### config.mk
export PLATFORM = sky130hd
export DESIGN_NAME = spwm_speed_ramp_ctrl
export DESIGN_NICKNAME = d
export VERILOG_FILES = /design/src/rtl/spwm_speed_ramp_ctrl.sv
export SDC_FILE = /design/constraint.sdc
export NUM_CORES = 1
export LEC_CHECK = 0
export ABC_CLOCK_PERIOD_IN_PS = 8900
export CAP_MARGIN = 5
export CORE_ASPECT_RATIO = 1.25
export CORE_MARGIN = 2
export CORE_UTILIZATION = 50
export CTS_CLUSTER_DIAMETER = 50
export DETAILED_ROUTE_END_ITERATION = 10
export PLACE_DENSITY = 0.74
export SYNTH_ARGS = -nofsm -noshare
export SYNTH_HDL_FRONTEND = slang
export SYNTH_SLANG_ARGS = --single-unit
### constraint.sdc
create_clock -name clk_int -period 8.9 [get_ports clk_int]
set_input_delay 1.335 -clock clk_int [delete_from_list [all_inputs] [get_ports clk_int]]
set_output_delay 1.335 -clock clk_int [all_outputs]
set_load 0.05 [all_outputs]
### src/rtl/spwm_speed_ramp_ctrl.sv
// Soft-start / speed scheduler for the SPWM generator: slews the NCO frequency
// word toward a target, derives a V/f modulation index and sequences enable/fault.
module spwm_speed_ramp_ctrl #(
    parameter int FW       = 16,
    parameter int MW       = 8,
    parameter int RAMP_DIV = 1000,
    parameter int STEP     = 4,
    parameter int VF_SHIFT = 8,
    parameter int BOOST    = 16
) (
    input  logic          clk_int,
    input  logic          reset,
    input  logic          start,
    input  logic          stop,
    input  logic          estop,
    input  logic [FW-1:0] target_freq,
    input  logic [7:0]    vf_gain,
    output logic [FW-1:0] freq_word,
    output logic [MW-1:0] mod_index,
    output logic          pwm_en,
    output logic          at_speed,
    output logic [1:0]    state,
    output logic          fault
);
    typedef enum logic [1:0] {IDLE = 2'd0, SLEW = 2'd1, RUN = 2'd2, DECEL = 2'd3} state_t;

    localparam int PW = $clog2(RAMP_DIV);
    localparam int RW = FW + 9;
    localparam logic [PW-1:0] PRESC_LAST = PW'(RAMP_DIV - 1);
    localparam logic [FW-1:0] STEP_W     = FW'(STEP);
    localparam logic [RW-1:0] MOD_MAX    = {{(RW-MW){1'b0}}, {MW{1'b1}}};

    state_t        state_q, state_d;
    logic [FW-1:0] freq_q, freq_d;
    logic [MW-1:0] mod_q, mod_d;
    logic          pwm_en_q, pwm_en_d;
    logic          fault_q, fault_d;
    logic [PW-1:0] presc_q, presc_d;

    logic          tick;
    logic          up;
    logic          req_start;
    logic [FW-1:0] diff;
    logic [FW-1:0] slew_next;
    logic [FW+7:0] prod;
    logic [RW-1:0] raw;

    always_comb begin
        tick      = (presc_q == PRESC_LAST);
        up        = (target_freq >= freq_q);
        diff      = up ? (target_freq - freq_q) : (freq_q - target_freq);
        // Step never passes the target: the final step lands exactly on it.
        slew_next = (diff <= STEP_W) ? target_freq
                  : (up ? freq_q + STEP_W : freq_q - STEP_W);
        req_start = start && !stop;

        state_d  = state_q;
        freq_d   = freq_q;
        pwm_en_d = pwm_en_q;
        fault_d  = fault_q;
        presc_d  = '0;
        if (state_q == SLEW || state_q == DECEL)
            presc_d = tick ? '0 : presc_q + 1'b1;

        if (estop) begin
            state_d  = IDLE;
            freq_d   = '0;
            pwm_en_d = 1'b0;
            fault_d  = 1'b1;
        end else begin
            case (state_q)
                IDLE: begin
                    freq_d   = '0;
                    pwm_en_d = 1'b0;
                    if (req_start) begin
                        if (fault_q) begin
                            fault_d = 1'b0;
                        end else if (target_freq != '0) begin
                            state_d  = SLEW;
                            pwm_en_d = 1'b1;
                        end
                    end
                end
                SLEW: begin
                    if (stop) begin
                        state_d = DECEL;
                    end else if (tick) begin
                        freq_d = slew_next;
                        if (diff <= STEP_W) state_d = RUN;
                    end
                end
                RUN: begin
                    if (stop || target_freq == '0) state_d = DECEL;
                    else if (target_freq != freq_q) state_d = SLEW;
                end
                DECEL: begin
                    if (req_start && target_freq != '0) begin
                        state_d = SLEW;
                    end else if (tick) begin
                        if (freq_q <= STEP_W) begin
                            freq_d   = '0;
                            state_d  = IDLE;
                            pwm_en_d = 1'b0;
                        end else begin
                            freq_d = freq_q - STEP_W;
                        end
                    end
                end
                default: state_d = IDLE;
            endcase
        end

        // Every state entry restarts the ramp interval.
        if (state_d != state_q) presc_d = '0;

        prod  = {8'b0, freq_q} * {{FW{1'b0}}, vf_gain};
        raw   = RW'(BOOST) + RW'(prod >> VF_SHIFT);
        mod_d = '0;
        if (pwm_en_q && !estop)
            mod_d = (raw > MOD_MAX) ? {MW{1'b1}} : raw[MW-1:0];
    end

    always_ff @(posedge clk_int) begin
        if (!reset) begin
            state_q  <= IDLE;
            freq_q   <= '0;
            mod_q    <= '0;
            pwm_en_q <= 1'b0;
            fault_q  <= 1'b0;
            presc_q  <= '0;
        end else begin
            state_q  <= state_d;
            freq_q   <= freq_d;
            mod_q    <= mod_d;
            pwm_en_q <= pwm_en_d;
            fault_q  <= fault_d;
            presc_q  <= presc_d;
        end
    end

    assign freq_word = freq_q;
    assign mod_index = mod_q;
    assign pwm_en    = pwm_en_q;
    assign at_speed  = (state_q == RUN);
    assign state     = state_q;
    assign fault     = fault_q;
endmodule

==> metrics.yaml, run 1 <==
outcome:
  status: "finished clean"
timing:
  worstMarginPinSlew_ps: 892.3
  fmax_mhz: 130.3
  slew_headroom_pct: 40.23
  min_period_ps: 7675
  finalWorstSetupSlack_ps: 1225
  hold_viol: 0
  maxSlewViolCount: 0
  period_share_pct: 86.24
  hold_slack_ps: 459.0
  rsz0062_at_grt: "false"
  setup_viol: 0
  fin_skew_ps: 5.835
  fin_tns_setup_ps: 0
cells_and_area:
  design_area_sq_um: 9468
  multi_input_area_sq_um: 7138
  final_cells: 1358
  syn2layout_area_growth_pct: 9.476
  num-nets-final: 1327
  layout-drive-gt1-share_pct: 3.954
  antenna_cells: 0
  ff_latch_area_sq_um: 760.7
  filler_cell_count: 1590
  fin_util_pct: 55.99
cts:
  htreeDepth: 2
  cts_tree: "yes"
  cts_setup_buffers: 0
  cts_resized: 0
  clkSinkCount: 38
  clockRootBuffer: "clkbuf_16"
  cts.hold.buffers_added: 0
  clock_latency_ps: 290
  clk_path_buf_depth: 2
  numCtsBuffers: 5
  cts.clk_slew.worst_paths_ps: 70
synth:
  muxShareOfSynthArea_pct: 1.056
  ys_ff_latch: 38
  synthXorXnorAreaFrac_pct: 4.731
  synth-simple-area-share_pct: 25.72
  synth-compound-area-share_pct: 20.53
  yosysSeqAreaShare_pct: 8.796
  postSynthCellCount: 1125
  synth.area.top_cells: "fa_1 19%, ha_1 11%, dfxtp_1 8.8%, and2_1 7.2%, inv_1 5.9%"
  synth_edf_count: 0
  synth_area_sq_um: 8648
  ys_async_sr_fraction_pct: 0
  syn_avg_cell_area_sq_um: 7.687
  synthAdderAreaFrac_pct: 30.50
  ys_warn_count: 0
  yosys_most_used_dff: "dfxtp_1"
  yosys.area.top_type: "fa_1"
  netlist.area_leader.share_pct: 19.21
  synth_top_family_by_area: "adder cells"
  synth_cell_types: 87
  syn_nets: 1315
global_routing:
  grt_max_degree: 25
  grt_pass1_vias: 8066
  grt_util_all_layers_pct: 26.80
  grt_overflow_total: 0
  antenna_found_initial: 0
  grt_pass1_wl_um: 39300
drt:
  wirelength_um: 24050
  via_count: 8178
  drc: 0
  vias_per_cell: 6.022
  first_pass_iters: 5
  wl_per_cell_um: 17.71
  ant_nets: 0
  drtIter0Drc: 525
power:
  power_density_nw_per_um2: 60.58
  totalPowerFinal_uw: 573.6
  p_leak_nw: 4.334
  vdd.ir_drop.worst_mv: 0.05967
setup_path:
  worst_r2r_path_depth: 19
  required_ps: 9110
  start_kind: "input port"
  rr_endpoint: "mod_index[6]$_SDFF_PN0_"
  crit_path_end_kind: "flop"
  crit_arrival_ps: 7890
  rr_startpoint: "freq_word[3]$_SDFFE_PP0P_"
  path_class: "input port to flop"
  rrSetupSlack_ps: 2440
  crit_fanout: 16
die:
  num_rows: 53
  io_pins: 58
  fp.dieH_um: 151.0
  start_util_pct: 51.14
  dieArea_sq_um: 18370
  core_area_sq_um: 16910
  die_w_um: 121.6
hold_path:
  hp-start: "presc_q[0]$_SDFF_PP0_"
  holdPathEnd: "presc_q[0]$_SDFF_PP0_"
  min_path_cells: 1
  hold_path.class: "flop to flop"
placement:
  placed_area_sq_um: 9274
  place_inst: 1350
  port_buffers: 57
  dpl_worst_slack_ps: 966.0
  dp_hpwl_um: 19330
  place_congestion: 0.9796
flow_run:
  cap_violations: 0
[layout make-up]
class	count	area share, %
multi-input combinational	896	75.39
clock buffer	5	1.322
tap	220	2.907
timing repair buffer	59	6.185
clock inverter	3	0.7268
sequential	38	8.035
inverter	137	5.431
[layer usage]
metal	wire, um	track usage, %	vias to the layer above
met2	12340	49.69	290
met5	0	0	-
met1	9156	29.59	3893
met4	1471	15.80	0
li1	-	-	3902
met3	1080	2.410	93
[Yosys cell counts (5+ instances only)]
master / count
inv_1: 137
and2_1: 100
nand2_1: 87
fa_1: 83
ha_1: 78
a21oi_1: 67
o21ai_0: 59
nor2_1: 52
clkbuf_1: 39
dfxtp_1: 38
nor3_1: 34
xnor2_1: 32
nand3_1: 31
a31oi_1: 22
and3_1: 20
o21a_1: 16
a211oi_1: 14
nor4_1: 14
nand4_1: 12
xor2_1: 12
o211ai_1: 11
nor2b_1: 10
a21o_1: 8
buf_2: 8
mux2i_1: 8
o22ai_1: 8
nand2b_1: 7
o31a_1: 7
and2_2: 6
o21bai_1: 6
o31ai_1: 6
o2111ai_1: 5
or2_2: 5
or3_1: 5
[power breakdown]
group / internal (mW) / switching, mW
clock: 0.161 / 0.0841
sequential: 0.171 / 0.00282
combinational: 0.0586 / 0.0955
total: 0.391 / 0.182
[critical path, stage by stage]
cell and delay (ps):
clkdlybuf4s50_1 700, and2_1 330, fa_1 450, fa_1 550
inv_1 60, fa_1 480, fa_1 550, inv_1 40
ha_1 240, or3_2 510, a21oi_1 200, nor3_1 90
or3_1 330, and2_1 190, ha_1 220, xnor3_2 380
o41ai_1 310, a211oi_1 80, a21oi_1 450, and2b_1 240
a31oi_1 160
[kinds of logic after synthesis]
kind of cell / count (synthesis)
compound gates: 270
xor+xnor: 45
fa+ha+maj: 161
buf+inv: 191
flops: 38
mux: 9
simple gates: 411
[worst max-delay path by stage]
stage | from | end | slack, ps | depth (start not counted)
after floorplan | vf_gain[7] | mod_index[6]$_SDFF_PN0_ | 2010 | 21
after global placement | vf_gain[4] | mod_index[6]$_SDFF_PN0_ | 1120 | 21
after detailed placement | vf_gain[4] | mod_index[6]$_SDFF_PN0_ | 970 | 21
after CTS | vf_gain[4] | mod_index[6]$_SDFF_PN0_ | 1270 | 21
after global routing | vf_gain[7] | mod_index[6]$_SDFF_PN0_ | 750 | 20
final | vf_gain[4] | mod_index[6]$_SDFF_PN0_ | 1220 | 21
[flip-flops by register name (all words and copies together), names as in the netlist]
name,flops
presc_q,10
pwm_en,1
freq_word,16
fault,1
mod_index,8
state,2
[cell usage in the layout, fill, tap and decap left out, types with 20 or more instances in the layout]
cell type and count:
nor2_1 52, fa_1 83, xnor2_1 32, inv_1 137, nand3_1 31, and3_1 20
a21oi_1 67, a31oi_1 22, and2_1 100, dfxtp_1 38, ha_1 78, o21ai_0 59
nor3_1 34, nand2_1 87, clkdlybuf4s50_1 57
Note: power is estimated with default switching activity, not from simulation.
==> run 2, diff against run 1 <==
- ABC_AREA: default -> 1
==> run 2 against run 1 <==
  * Routed wire length increased by 4.2%
  * Clock power fell by 4%
  * Sequential share of layout area fell by 0.49 points
  * Register-to-register slack improved by 580 ps
  * Critical path type unchanged
  * Largest power group unchanged
==> metrics.yaml, run 2 <==
timing:
  maxSlewViolCount: 0  # unchanged
  fmax_mhz: 143.2  # +9.9%
  period_share_pct: 78.47  # -7.8 points
  setup_viol: 0  # unchanged
  hold_viol: 0  # unchanged
  rsz0062_at_grt: "false"
  min_period_ps: 6984  # -691.5 ps
  slew_headroom_pct: 27.75  # -12 points
  finalWorstSetupSlack_ps: 1916  # +691.5 ps
  fin_tns_setup_ps: 0  # unchanged
  worstMarginPinSlew_ps: 1080  # +187.4 ps
  fin_skew_ps: 7.282  # +1.447 ps
global_routing:
  grt_pass1_vias: 9073  # +12%
  grt_overflow_total: 0  # unchanged
  grt_max_degree: 33  # +32%
  antenna_found_initial: 0  # unchanged
  grt_pass1_wl_um: 41980  # +6.8%
  grt_util_all_layers_pct: 26.07  # -0.72 points
placement:
  place_congestion: 0.9750  # -0.47%
  port_buffers: 57  # unchanged
  dp_hpwl_um: 20530  # +6.2%
  dpl_worst_slack_ps: 1606  # +639.5 ps
cts:
  clock_latency_ps: 290  # about the same
  clk_path_buf_depth: 2  # unchanged
  cts_resized: 0  # unchanged
  htreeDepth: 2  # unchanged
  cts.hold.buffers_added: 0  # unchanged
  cts_tree: "yes"
  numCtsBuffers: 5  # unchanged
  clockRootBuffer: "clkbuf_16"
  cts.clk_slew.worst_paths_ps: 60  # about the same
  clkSinkCount: 38  # unchanged
  cts_setup_buffers: 0  # unchanged
synth:
  yosysMostFrequentCell: "nand2_1"
  synth_area_sq_um: 9255  # +7.0%
  synth_cell_types: 47  # -46%
  yosysSeqAreaShare_pct: 8.220  # -0.58 points
  postSynthCellCount: 1532  # +36%
  syn_nets: 1722  # +31%
  ys_ff_latch: 38  # unchanged
  netlist.area_leader.share_pct: 20.52  # +1.3 points
  ys_top_cells_by_count: "506 x nand2_1, 351 x inv_1, 93 x nand3_1"
  ys_async_sr_fraction_pct: 0  # unchanged
  yosys_most_used_dff: "dfxtp_1"
  synth.area.top_cells: "nand2_1 21%, fa_1 18%, inv_1 14%, ha_1 11%, dfxtp_1 8.2%"
  yosys.area.top_type: "nand2_1"
  synth_edf_count: 0  # unchanged
  ys_warn_count: 0  # unchanged
  syn_avg_cell_area_sq_um: 6.041  # -21%
cells_and_area:
  largest_reg_flops: 16  # unchanged
  syn2layout_area_growth_pct: 8.949
  layout-drive-gt1-share_pct: 3.806  # -0.15 points
  num-nets-final: 1739  # +31%
  filler_cell_count: 1795  # +13%
  final_cell_mix: "506 x nand2_1, 351 x inv_1, 93 x nand3_1"
  final_common_cell: "nand2_1"
  antenna_cells: 0  # unchanged
die:
  io_pins: 58  # unchanged
  dieArea_sq_um: 19620  # +6.8%
  core_area_sq_um: 18100  # +7.0%
  fp.dieH_um: 156.1  # +3.4%
  start_util_pct: 51.14  # about the same
  die_w_um: 125.7  # +3.3%
  num_rows: 55  # +3.8%
drt:
  via_count: 9153  # +12%
  wl_per_cell_um: 14.10  # -20%
  wirelength_um: 25070  # +4.2%
  vias_per_cell: 5.148  # -15%
  first_pass_iters: 5  # unchanged
  drtIter0Drc: 473  # -9.9%
  drc: 0  # unchanged
  ant_nets: 0  # unchanged
power:
  vdd.ir_drop.worst_mv: 0.04946  # -17%
  intPower_uw: 372.4  # -4.8%
  p_seq_share_pct: 32.3  # +2.0 points
  power_density_nw_per_um2: 52.75  # -13%
  clkPwrFrac_pct: 44.5  # +1.7 points
  switching_power_uw: 159.5  # -13%
  p_leak_nw: 6.042  # +39%
  p_comb_share_pct: 23.2  # -3.7 points
  sw_frac_of_total_pct: 29.99  # -1.8 points
setup_path:
  crit_arrival_ps: 7170  # -720 ps
  rr_endpoint: "mod_index[3]$_SDFF_PN0_"
  worst_r2r_path_depth: 27  # +8
  rrSetupSlack_ps: 3020  # +580 ps
  setup.worst_path.start: "vf_gain[6]"
  required_ps: 9090  # -20 ps
  path_class: "input port to flop"
  start_kind: "input port"
  rr_startpoint: "freq_word[5]$_SDFFE_PP0P_"
  crit_fanout: 16  # unchanged
  crit_path_end_kind: "flop"
hold_path:
  min_path_cells: 1  # unchanged
  hp-start: "presc_q[0]$_SDFF_PP0_"
  holdPathEnd: "presc_q[0]$_SDFF_PP0_"
  hold_path.class: "flop to flop"
outcome:
  status: "finished clean"
flow_run:
  cap_violations: 0  # unchanged
-- run 2: per-layer routing --
| layer | GRT usage, % | vias up | part of all wire (%) |
|---|---|---|---|
| met3 | 2.435 | 66 | 3.5 |
| met2 | 49.73 | 239 | 52 |
| met5 | 0 | - | 0 |
| li1 | - | 4647 | - |
| met1 | 28.81 | 4201 | 40 |
| met4 | 12.54 | 0 | 4.7 |
-- run 2: cell type report --
cell class,count,area [sq um],area share [%]
multi-input combinational,1083,6900,68.43
clock buffer,5,125.1,1.241
tap,228,285.3,2.829
clock inverter,3,68.82,0.6825
sequential,38,760.7,7.544
inverter,364,1373,13.61
timing repair buffer,57,570.5,5.658
-- run 2: worst max-delay path, cell delays in order --
cell             delay, ps
clkdlybuf4s50_1        840
nand2_1                160
fa_1                   520
fa_1                   550
inv_1                   50
fa_1                   530
inv_1                   60
fa_1                   540
inv_1                   50
ha_1                   330
nand2_1                160
nor2_1                  90
o21bai_1               210
nand4_1                120
nand2_1                160
ha_1                   190
inv_1                   60
nor2_1                 140
nand2_1                120
nand2_1                 70
nand2_1                 50
nor2_1                  80
nand2_1                 50
nor2_1                 390
nand4_1                160
nand2_1                 80
inv_1                   40
-- run 2: kinds of logic (layout without fill, tap and decap cells) --
kind of cell / count (synthesis) / after routing / share of synthesized area [%]
AND/OR/NAND/NOR: 773 / 773 / 36.10
AO/OA/AOI/OAI: 118 / 118 / 7.030
buffers and inverters: 411 / 429 / 17.22
flip-flops: 38 / 38 / 8.220
adder cells (fa/ha/maj): 161 / 161 / 28.50
XOR/XNOR: 31 / 31 / 2.934
-- run 2: power by group through the flow --
stage	Clock, mW	Combinational [mW]	Sequential [mW]
3_3_place_gp	0	0.121	0.175
5_1_grt	0.249	0.137	0.172
6_report	0.237	0.123	0.172
2_1_floorplan	0	0.0816	0.178
3_5_place_dp	0	0.122	0.175
4_1_cts	0.241	0.122	0.172
-- run 2: metrics by stage --
| step | hold slack, ps | instances | area [sq um] | power [mW] | util, % |
|---|---|---|---|---|---|
| after floorplan | 427.6 | 1532 | 9255 | 0.2593 | - |
| after global placement | 439.7 | 1770 | 9889 | 0.2962 | 54.64 |
| after detailed placement | 442.9 | 1770 | 9889 | 0.2970 | 54.64 |
| after CTS | 461.2 | 1778 | 10080 | 0.5347 | 55.71 |
| after global routing | 484.0 | 1778 | 10080 | 0.5582 | 55.71 |
| final | 457.3 | 1778 | 10080 | 0.5319 | 55.71 |
-- run 2: worst max-delay path by stage --
stage | cells after the start | end | slack, ps
after floorplan | 32 | mod_index[0]$_SDFF_PN0_ | 2560
after global placement | 27 | mod_index[2]$_SDFF_PN0_ | 1750
after detailed placement | 28 | mod_index[3]$_SDFF_PN0_ | 1610
after CTS | 27 | mod_index[3]$_SDFF_PN0_ | 1910
after global routing | 28 | mod_index[3]$_SDFF_PN0_ | 1370
final | 27 | mod_index[3]$_SDFF_PN0_ | 1920
